===== src/rtl/one_wire_master.sv =====
// one_wire_master: bit-level 1-Wire bus master with open-drain output.
// Executes one command at a time: bus reset with presence detect, write-bit
// slot, read-bit slot, or no-op. All timing is counted in clk cycles.
//
// Ports:
//   clk, reset    clock; asynchronous active-high reset
//   i_cmd_valid   command request (taken only while o_cmd_ready is high)
//   i_cmd         00 bus reset, 01 write bit, 10 read bit, 11 no-op
//   i_wr_bit      bit to write, latched at acceptance
//   o_cmd_ready   idle, can accept a command
//   i_bus         raw line level (asynchronous, synchronized internally)
//   o_bus_oe      1 = drive line low, 0 = release
//   o_done        one-cycle completion pulse
//   o_presence    slave answered the last bus reset
//   o_rd_bit      value captured by the last read slot
//   o_busy        command in progress
module one_wire_master #(
  parameter int RESET_LOW       = 480,
  parameter int PRESENCE_SAMPLE = 70,
  parameter int SLOT_LEN        = 70,
  parameter int WRITE0_LOW      = 60,
  parameter int WRITE1_LOW      = 6,
  parameter int READ_LOW        = 6,
  parameter int READ_SAMPLE     = 15,
  parameter int RECOVERY        = 10
) (
  input  logic       clk,
  input  logic       reset,
  input  logic       i_cmd_valid,
  input  logic [1:0] i_cmd,
  input  logic       i_wr_bit,
  output logic       o_cmd_ready,
  input  logic       i_bus,
  output logic       o_bus_oe,
  output logic       o_done,
  output logic       o_presence,
  output logic       o_rd_bit,
  output logic       o_busy
);

  typedef enum logic [2:0] {
    IDLE, RST_LOW, RST_WAIT, SLOT_LOW, SLOT_HIGH, RECOVER
  } state_t;

  localparam logic [1:0] CMD_RESET = 2'b00;
  localparam logic [1:0] CMD_WRITE = 2'b01;
  localparam logic [1:0] CMD_READ  = 2'b10;
  localparam logic [1:0] CMD_NOP   = 2'b11;

  state_t      state, state_nxt;
  logic [15:0] timer;
  logic [1:0]  cmd_q;
  logic        wr_bit_q;
  logic        bus_s1, bus_s2;
  logic        accept;
  logic [15:0] low_len;
  logic [15:0] slot_idx;
  logic        bus_oe_d, done_d, presence_d, rd_bit_d;

  assign o_cmd_ready = (state == IDLE);
  assign o_busy      = ~o_cmd_ready;
  assign accept      = i_cmd_valid & o_cmd_ready;

  // Low time of the current slot, from the latched command.
  always_comb begin
    low_len = 16'(READ_LOW);
    if (cmd_q == CMD_WRITE)
      low_len = wr_bit_q ? 16'(WRITE1_LOW) : 16'(WRITE0_LOW);
  end

  // The timer restarts in SLOT_HIGH, so the slot-relative index is rebuilt
  // by adding back the low time already spent.
  always_comb begin
    slot_idx = timer;
    if (state == SLOT_HIGH)
      slot_idx = low_len + timer;
  end

  // State register, timer, synchronizer and registered outputs
  always_ff @(posedge clk or posedge reset) begin
    if (reset) begin
      state      <= IDLE;
      timer      <= '0;
      cmd_q      <= CMD_NOP;
      wr_bit_q   <= 1'b0;
      bus_s1     <= 1'b1;
      bus_s2     <= 1'b1;
      o_bus_oe   <= 1'b0;
      o_done     <= 1'b0;
      o_presence <= 1'b0;
      o_rd_bit   <= 1'b0;
    end else begin
      state <= state_nxt;
      if (state_nxt != state || state == IDLE)
        timer <= '0;
      else
        timer <= timer + 16'd1;
      if (accept) begin
        cmd_q    <= i_cmd;
        wr_bit_q <= i_wr_bit;
      end
      bus_s1     <= i_bus;
      bus_s2     <= bus_s1;
      o_bus_oe   <= bus_oe_d;
      o_done     <= done_d;
      o_presence <= presence_d;
      o_rd_bit   <= rd_bit_d;
    end
  end

  // Next-state logic
  always_comb begin
    state_nxt = state;
    unique case (state)
      IDLE: begin
        if (accept) begin
          unique case (i_cmd)
            CMD_RESET: state_nxt = RST_LOW;
            CMD_WRITE,
            CMD_READ:  state_nxt = SLOT_LOW;
            default:   state_nxt = IDLE;
          endcase
        end
      end
      RST_LOW:   if (timer == 16'(RESET_LOW - 1)) state_nxt = RST_WAIT;
      RST_WAIT:  if (timer == 16'(RESET_LOW - 1)) state_nxt = IDLE;
      SLOT_LOW:  if (timer == low_len - 16'd1)    state_nxt = SLOT_HIGH;
      SLOT_HIGH: if (timer == 16'(SLOT_LEN) - low_len - 16'd1) state_nxt = RECOVER;
      RECOVER:   if (timer == 16'(RECOVERY - 1))  state_nxt = IDLE;
      default:   state_nxt = IDLE;
    endcase
  end

  // Output logic: computes the next value of each registered output, so
  // o_bus_oe follows the state being entered with no combinational path.
  always_comb begin
    bus_oe_d   = (state_nxt == RST_LOW) || (state_nxt == SLOT_LOW);
    done_d     = ((state != IDLE) && (state_nxt == IDLE)) ||
                 (accept && (i_cmd == CMD_NOP));
    presence_d = o_presence;
    rd_bit_d   = o_rd_bit;
    if (state == RST_WAIT && timer == 16'(PRESENCE_SAMPLE))
      presence_d = ~bus_s2;
    if (cmd_q == CMD_READ && (state == SLOT_LOW || state == SLOT_HIGH) &&
        slot_idx == 16'(READ_SAMPLE))
      rd_bit_d = bus_s2;
  end

endmodule


===== config.mk =====
export PLATFORM = sky130hd
export DESIGN_NAME = one_wire_master
export DESIGN_NICKNAME = d
export VERILOG_FILES = /design/src/rtl/one_wire_master.sv
export SDC_FILE = /design/constraint.sdc
export NUM_CORES = 1
export LEC_CHECK = 0
export ABC_AREA = 1
export CAP_MARGIN = 20
export CORE_MARGIN = 4
export CORE_UTILIZATION = 53
export DETAILED_ROUTE_END_ITERATION = 10
export MAX_ROUTING_LAYER = met4
export PLACE_DENSITY = 0.73
export REMOVE_ABC_BUFFERS = 1
export SETUP_SLACK_MARGIN = 0.4
export SYNTH_ARGS = -nofsm -noshare
export SYNTH_HDL_FRONTEND = slang
export SYNTH_SLANG_ARGS = --single-unit

===== constraint.sdc =====
create_clock -name clk -period 2.95 [get_ports clk]
set_input_delay 0.59 -clock clk [delete_from_list [all_inputs] [get_ports clk]]
set_output_delay 0.59 -clock clk [all_outputs]
set_load 0.02 [all_outputs]

Yosys cells after proc, flatten, opt, wreduce, memory -nomap -nowiden. Cells that the tools add are included. Widths: inputs -> output; s select.

Input bits: 7. Register bits after elaboration: 28. Word-level logic and storage cells: 63. Output and inout bits: 6.

Equal/unequal tests: 19. Reduce and logical (&&, ||, !) cells: 14. Muxes and demuxes: 12. Bitwise operators: 3. Add/subtract/negate cells: 5.

Operator list (count): $eq 16x16->1 (2); $eq 16x4->1 const B (2); $mux 16 (2); $sub 16x1->16 const B (2); $mux 3 (6); $pmux 3 s6 (1); $add 16x1->16 const B (1); $add 16x16->16 (1); $eq 16x7->1 const B (1); $eq 16x9->1 const B (1); $sub 7x16->16 const A (1); $mux 6 (2); $eq 3x2->1 const B (3); $eq 2x2->1 const B (3); $eq 3x1->1 const B (2); $eq 3x3->1 const B (2); $logic_not 3->1 (2); $logic_and 1x1->1 (5); $eq 2x1->1 const B (2); $logic_or 1x1->1 (4); $pmux 2 s2 (1); $ne 3x3->1 (1); $reduce_bool 3->1 (1); $logic_not 2->1 (1); 3 further kinds (4).

Logic depth before layout (Yosys ltp). Gate-level depths: netlist of the first run.

Word-level depth: 10. Depth in mapped cells: 18. Mapped depth without buffers: 18.

Least setup slack after synthesis of the first run. Ideal clock, no wire load.

Kind: reg-to-reg. From: register cmd_q[1]. To: register timer[7]. Required time: 2.822 ns. Data arrival time: 2.179 ns. Slack: 0.644 ns. Stages on the path, launching flop included: 16. Cells stage by stage: dfstp_2 -> inv_1 -> nand3_1 -> inv_1 -> ha_1 -> inv_1 -> nand4_1 -> nor2_1 -> nand3_1 -> nand2_1 -> nand2_1 -> o21bai_1 -> nor2_2 -> nand2_4 -> buf_12 -> nor2_4.

Word-level cells in the longest chain between the ends: 10. Elaborated cells between the ends (all ways): 13.

Ends and longest elaborated chain: start, declared (line 52) `logic [1:0] cmd_q;`; start signal, assigned (line 99) `cmd_q <= i_cmd;`; $eq 2x1->1 (*) (line 67) `if (cmd_q == CMD_WRITE)`; $mux 6 (*) (line 67); $sub 7x16->16 (line 128) `SLOT_HIGH: if (timer == 16'(SLOT_LEN) - low_len - 16'd1) state_nxt = RECOVER;`; $sub 16x1->16 (line 128); $eq 16x16->1 (line 128); $mux 3 (line 128); $pmux 3 s6 (*) (line 114) `unique case (state)`; $ne 3x3->1 (*) (line 94) `if (state_nxt != state || state == IDLE)`; $logic_or 1x1->1 (*) (line 94); $mux 16 (*) (line 94); end signal, assigned (line 97) `timer <= timer + 16'd1;`; end, declared (line 51) `logic [15:0] timer;`.

Mark *: on every way between the ends. The rest lies on a longest branch, timed or not. A chain may end at the register's enable or synchronous reset.

Final worst setup path of the first run.
From: register cmd_q[0]. To: register timer[11].

Word-level cells in the longest chain between the ends: 10. Elaborated cells between the ends (all ways): 13.

Ends and longest elaborated chain: $eq 2x1->1 (*) (line 67); $mux 6 (*) (line 67); $sub 7x16->16 (line 128); $sub 16x1->16 (line 128); $eq 16x16->1 (line 128); $mux 3 (line 128); $pmux 3 s6 (*) (line 114); named net state_nxt[0] (line 50) `state_t state, state_nxt;`; $ne 3x3->1 (*) (line 94); $logic_or 1x1->1 (*) (line 94); $mux 16 (*) (line 94).

The timed path passes the listed nets; every way through them passes the cells marked *.

==> results of run 1 <==
cell usage after synthesis (2+ instances only):
| library cell | instances |
|---|---|
| a21oi_1 | 3 |
| a21oi_2 | 3 |
| dfrtp_1 | 24 |
| dfstp_2 | 4 |
| ha_1 | 9 |
| inv_1 | 41 |
| inv_2 | 9 |
| nand2_1 | 83 |
| nand2_2 | 7 |
| nand3_1 | 27 |
| nand3_2 | 3 |
| nand4_1 | 9 |
| nand4_4 | 2 |
| nor2_1 | 48 |
| nor2_2 | 3 |
| nor2_4 | 10 |
| nor3_1 | 7 |
| nor3_2 | 2 |
| o21ai_0 | 8 |
| xor2_1 | 9 |
state kept, by name (all words and copies together), names as in the netlist:
signal,count
o_bus_oe,1
o_done,1
bus_s1,1
o_rd_bit,1
timer,16
o_presence,1
state,3
cmd_q,2
wr_bit_q,1
bus_s2,1
kinds of logic (layout without fill, tap and decap cells):
logic type      Yosys count  count (layout)  share of synthesized area
simple gates            205             206                     0.4509
fa+ha+maj                 9               9                    0.04942
compound gates           19              19                    0.05162
flops                    28              28                     0.3097
xor+xnor                 10              10                    0.03844
buf+inv                  54              68                    0.09994
report_power, final:
group	switching [mW]	internal, mW	total (mW)	leakage (nW)
sequential	0.00120	0.387	0.388	0.345
combinational	0.0111	0.0100	0.0211	0.868
clock	0.121	0.182	0.303	0.0357
how the worst max path moves through the flow:
stage                      endpoint  cells past startpoint                  from  slack, ns
5_1_grt        o_rd_bit$_DFFE_PP0P_                     16  cmd_q[1]$_DFFE_PP1P_       0.36
2_1_floorplan    timer[0]$_DFF_PP0_                     14  cmd_q[1]$_DFFE_PP1P_       0.62
3_3_place_gp     timer[1]$_DFF_PP0_                     14  cmd_q[1]$_DFFE_PP1P_       0.33
4_1_cts          timer[9]$_DFF_PP0_                     13  cmd_q[0]$_DFFE_PP1P_       0.40
6_report        timer[11]$_DFF_PP0_                     13  cmd_q[0]$_DFFE_PP1P_       0.56
3_5_place_dp     timer[4]$_DFF_PP0_                     14  cmd_q[1]$_DFFE_PP1P_       0.28
metrics by stage:
stage | power [mW] | instances | worst slack [ns] | area, um2
final | 0.7123 | 390 | 0.5613 | 2609
after global routing | 0.7316 | 390 | 0.3629 | 2609
after CTS | 0.7146 | 390 | 0.4026 | 2555
after detailed placement | 0.4170 | 385 | 0.2823 | 2432
after global placement | 0.4169 | 385 | 0.3324 | 2432
after floorplan | 0.4031 | 322 | 0.6200 | 2242
final cells by class:
| cell class | count | area (um2) |
|---|---|---|
| repair buffers | 13 | 127.6 |
| multi-input cells | 244 | 1450 |
| fillers | 360 | 1478 |
| inverters | 51 | 191.4 |
| clock buffers | 3 | 41.29 |
| flip-flops and latches | 28 | 705.7 |
| clock inverters | 1 | 30.03 |
| well taps | 50 | 62.56 |
placed cells by master, fill, tap and decap left out, types with 2 or more instances in the layout:
cell	synthesis	routed
nand2_1	83	82
nor2_1	48	48
inv_1	41	40
nand3_1	27	26
dfrtp_1	24	24
clkdlybuf4s50_1	0	12
nor2_4	10	11
inv_2	9	10
xor2_1	9	9
nand4_1	9	9
o21ai_0	8	8
nand2_2	7	8
nor3_1	7	6
ha_1	9	5
dfstp_2	4	4
nor3_2	2	3
a21oi_2	3	3
a21oi_1	3	3
ha_4	0	3
clkbuf_8	0	3
nor2_2	3	2
nand3_2	3	2
nand4_4	2	2
nand2_8	0	2
nand3_4	0	2
critical path, cell delays in order (launching register included):
cell and delay, ns:
dfstp_2 0.57, nand3_2 0.13, inv_2 0.16, ha_4 0.24, inv_1 0.09, nand4_1 0.12, nor2_1 0.16, nand3_1 0.10
nand2_1 0.12, nand3_2 0.14, nand2_2 0.09, nand2_2 0.14, nand2_8 0.19, nor2_4 0.03
per-layer routing:
metal	track usage	vias to the layer above	part of all wire
met1	0.3090	949	0.46
met2	0.3524	57	0.47
li1	-	1058	-
met5	-	-	0
met3	0.02052	13	0.044
met4	0.05835	0	0.021
what timing repair did:
item,in CTS,in global routing
resized for setup,7,9
setup endpoints to repair,16,17
cloned,1,0
buffers inserted,0,0
pin swaps,3,0
==> impl_metrics.yaml, run 1 <==
synthesis:
  synth_area_um2: 2278
  netlist_instances: 325
  synth_top_area_cell: "dfrtp_1"
  yosysUniqueCellTypes: 34
  synth_top_area_share: 0.2636
  synth-seq-cells: 28
  ys_top_cells_by_area: "dfrtp_1, nand2_1, nor2_1"
  synthArstFlopShare: 1.000
  yosys_warnings: 0
  synth.avg_cell_area_um2: 7.011
  synth_edf_count: 0
  synth-seq-area-share: 0.3097
  synth_ff_type: "dfrtp_1"
critical_path:
  cp-start-kind: "register"
  cp.arrival_ns: 2.55
  r2r-end: "timer[11]$_DFF_PP0_"
  ff2ff_path_depth: 13
  crit_fanout: 8
  rrSetupSlack_ns: 0.56
  rr_startpoint: "cmd_q[0]$_DFFE_PP1P_"
  cp.required_ns: 3.12
  worstSetupPathType: "reg2reg"
  cp-end-kind: "register"
sta:
  skew_ns: 0.002246
  worst_pin_slew_ns: 0.4201
  timing.fmax_ghz: 0.4186
  rsz0062_at_grt: "true"
  finalSetupViolCount: 0
  hold_ws_ns: 0.3607
  fin_setup_tns_ns: 0
  finalCriticalPeriod_ns: 2.389
  slew_violations: 0
  min_period_over_period: 0.8097
  hold_viol: 0
  slew_headroom: 0.7200
floorplan:
  start_util: 0.5576
  row_count: 23
  core_area_um2: 4086
  dieArea_um2: 5412
  die_y_um: 73.57
  ioPinCount: 13
  die_x_um: 73.57
place:
  io_buffer_count: 12
  place_congestion: 0.9335
  dp_hpwl_um: 3925
hold_path:
  holdPathStages: 0
  hp-start: "bus_s1$_DFF_PP1_"
  hold_path_class: "reg2reg"
  hold_end: "bus_s2$_DFF_PP1_"
grt:
  grt_max_degree: 29
  grtUsageTotal: 0.2235
  antenna_found_initial: 0
  grt_overflow_total: 0
  grt_pass1_vias: 2022
  grt_pass1_wl_um: 9294
layout:
  final_nets: 357
  diodes: 0
  drive_above_1_share: 0.1765
  area_growth_pct: 14.50
  final_core_util: 0.6384
power:
  max-vdd-ir-drop_v: 0.0003152
  powerDensity_nw_per_um2: 273.0
  power.leakage_nw: 1.249
route:
  drc: 0
  num_vias: 2077
  wl_um: 5315
  dr.pass1.iters: 4
  viasPerCell: 5.326
  wl_per_cell_um: 13.63
  ant_nets: 0
  dr.first_iter.drc_count: 151
job:
  maxCapViolations: 0
clock_network:
  ctsLongestPathBuffers: 2
  clockRootBuffer: "clkbuf_8"
  tritoncts: "yes"
  cts.sinks: 28
  cts_made_buffers: 3
  cts_hold_buf: 0
  worstSkewPairLatency_ns: 0.27
  htree_num_levels: 1
  clk_pin_slew_ns: 0.10
run_status:
  status: "complete, no violations"
(Power assumes the default switching activity.)
==> inputs of run 2 (changes only) <==
- clock period: 2.95 -> 2.3 ns (I/O delays scaled with it)
==> impl_metrics.yaml, run 2 (synthesis gave the netlist of run 1 again) <==
run_status:
  status: "complete, no violations"
clock_network:
  ctsLongestPathBuffers: 2
  clockRootBuffer: "clkbuf_8"
  clk_pin_slew_ns: 0.10
  cts_made_buffers: 3
  cts.sinks: 28
  htree_num_levels: 1
  worstSkewPairLatency_ns: 0.29
  tritoncts: "yes"
route:
  wl_um: 5997
  drc: 0
  wl_per_cell_um: 14.38
  dr.pass1.iters: 6
  ant_nets: 0
  dr.first_iter.drc_count: 295
  num_vias: 2263
  viasPerCell: 5.427
floorplan:
  die_y_um: 73.57
  start_util: 0.5576
  core_area_um2: 4086
  dieArea_um2: 5412
  die_x_um: 73.57
  row_count: 23
  ioPinCount: 13
hold_path:
  hold_path_class: "reg2reg"
critical_path:
  critPathBufInv: 3
  worstPathCellList: "nand3_4, inv_6, ha_4, inv_2, nand4_1, nor2_2, nand3_1, nand2_2, nand2_2, o21bai_1, nor2_2, nand2_4, buf_12, nor2_4"
  worstSetupPathType: "reg2reg"
  crit_family: "simple AND/OR/NAND/NOR gates"
  cp_slowest_stage_delay_ns: 0.57
  cp-start-kind: "register"
  crit_fanout: 6
  cp-end-kind: "register"
  cp.arrival_ns: 2.43
  cp.required_ns: 2.48
  critPathSlowestCell: "dfstp_2"
sta:
  worst_pin_slew_ns: 0.4196
  rsz0062_at_grt: "true"
  slew_violations: 0
  timing.fmax_ghz: 0.4428
  min_period_over_period: 0.9819
  skew_ns: 0.004493
  slew_headroom: 0.7181
  finalCriticalPeriod_ns: 2.258
  hold_viol: 0
  finalSetupViolCount: 0
  hold_ws_ns: 0.3610
layout:
  nFillCells: 312
  final_cell_count_no_fill: 417
  multi_input_area_um2: 1508
  drive_above_1_share: 0.2997
  largestRegisters: "timer x16, state x3, cmd_q x2"
  area_growth_pct: 28.72
  layout_commonest_cell: "nand2_1"
  largest_reg_flops: 16
  regMostFlops: "timer"
  seq_area_um2: 705.7
  final_nets: 384
  final_area_um2: 2933
  mostFrequentLayoutCells: "nand2_1, nor2_1, inv_1"
  diodes: 0
power:
  max-vdd-ir-drop_v: 0.0002519
  power.leakage_nw: 1.385
  powerDensity_nw_per_um2: 317.4
  power_mw: 0.9310
place:
  place_area_um2: 2613
  dp_hpwl_um: 4222
  place_congestion: 0.9992
  placedCellCount: 404
  io_buffer_count: 12
grt:
  antenna_found_initial: 0
  grt_overflow_total: 0
  grt_max_degree: 29
  grt_pass1_wl_um: 10220
  grtUsageTotal: 0.2488
  grt_pass1_vias: 2262
job:
  maxCapViolations: 0
run 2: cell types whose count changed in the layout (fill, tap and decap cells not counted), sizes merged:
cell,before,now
clkdlybuf4s15,0,1
clkdlybuf4s50,12,10
dlygate4sd2,0,1
buf,1,28
nand2,92,91
nand3,30,31
run 2: timing repair:
item,in CTS,in global routing
hold buffers,0,0
buffers inserted,6,2
pin swaps,10,17
cloned,1,0
endpoints found under the setup margin,24,24
gates resized for setup,32,19
run 2: routing by layer:
layer,vias to the layer above,global-route usage,share of wire,wire (um)
li1,1108,-,-,-
met3,17,0.03283,0.048,285
met4,0,0.09256,0.023,135
met2,71,0.4134,0.51,3039
met1,1067,0.3074,0.42,2536
met5,-,-,0,0
run 2: per-stage QoR:
step           setup TNS (ns)  setup slack, ns  utilization
3_3_place_gp           -1.764          -0.1256       0.6393
6_report                    0          0.04170       0.7177
2_1_floorplan         -0.1798         -0.02997            -
3_5_place_dp           -1.845          -0.1275       0.6393
4_1_cts                     0          0.06228       0.6993
5_1_grt                -1.261          -0.1115       0.7177
run 2: layout make-up:
class,instances,share of cell area
Sequential cell,28,0.2406
Clock buffer,3,0.01408
Multi-Input combinational cell,244,0.5141
Timing Repair Buffer,40,0.1318
Tap cell,50,0.02133
Inverter,51,0.06783
Clock inverter,1,0.01024
run 2: path summary, 6_finish.rpt:
check	depth (start not counted)	end	startpoint	slack [ns]
max	14	timer[7]$_DFF_PP0_	cmd_q[0]$_DFFE_PP1P_	0.04
min	0	bus_s2$_DFF_PP1_	bus_s1$_DFF_PP1_	0.36
max reg2reg	14	timer[7]$_DFF_PP0_	cmd_q[0]$_DFFE_PP1P_	0.04
min reg2reg	0	bus_s2$_DFF_PP1_	bus_s1$_DFF_PP1_	0.36
max in group asynchronous	3	cmd_q[1]$_DFFE_PP1P_	reset	1.45
min in group asynchronous	3	state[1]$_DFF_PP0_	reset	0.54
run 2: power breakdown:
part | internal [mW] | switching, mW
Combinational | 0.0127 | 0.0148
Sequential | 0.496 | 0.00198
Clock | 0.234 | 0.172
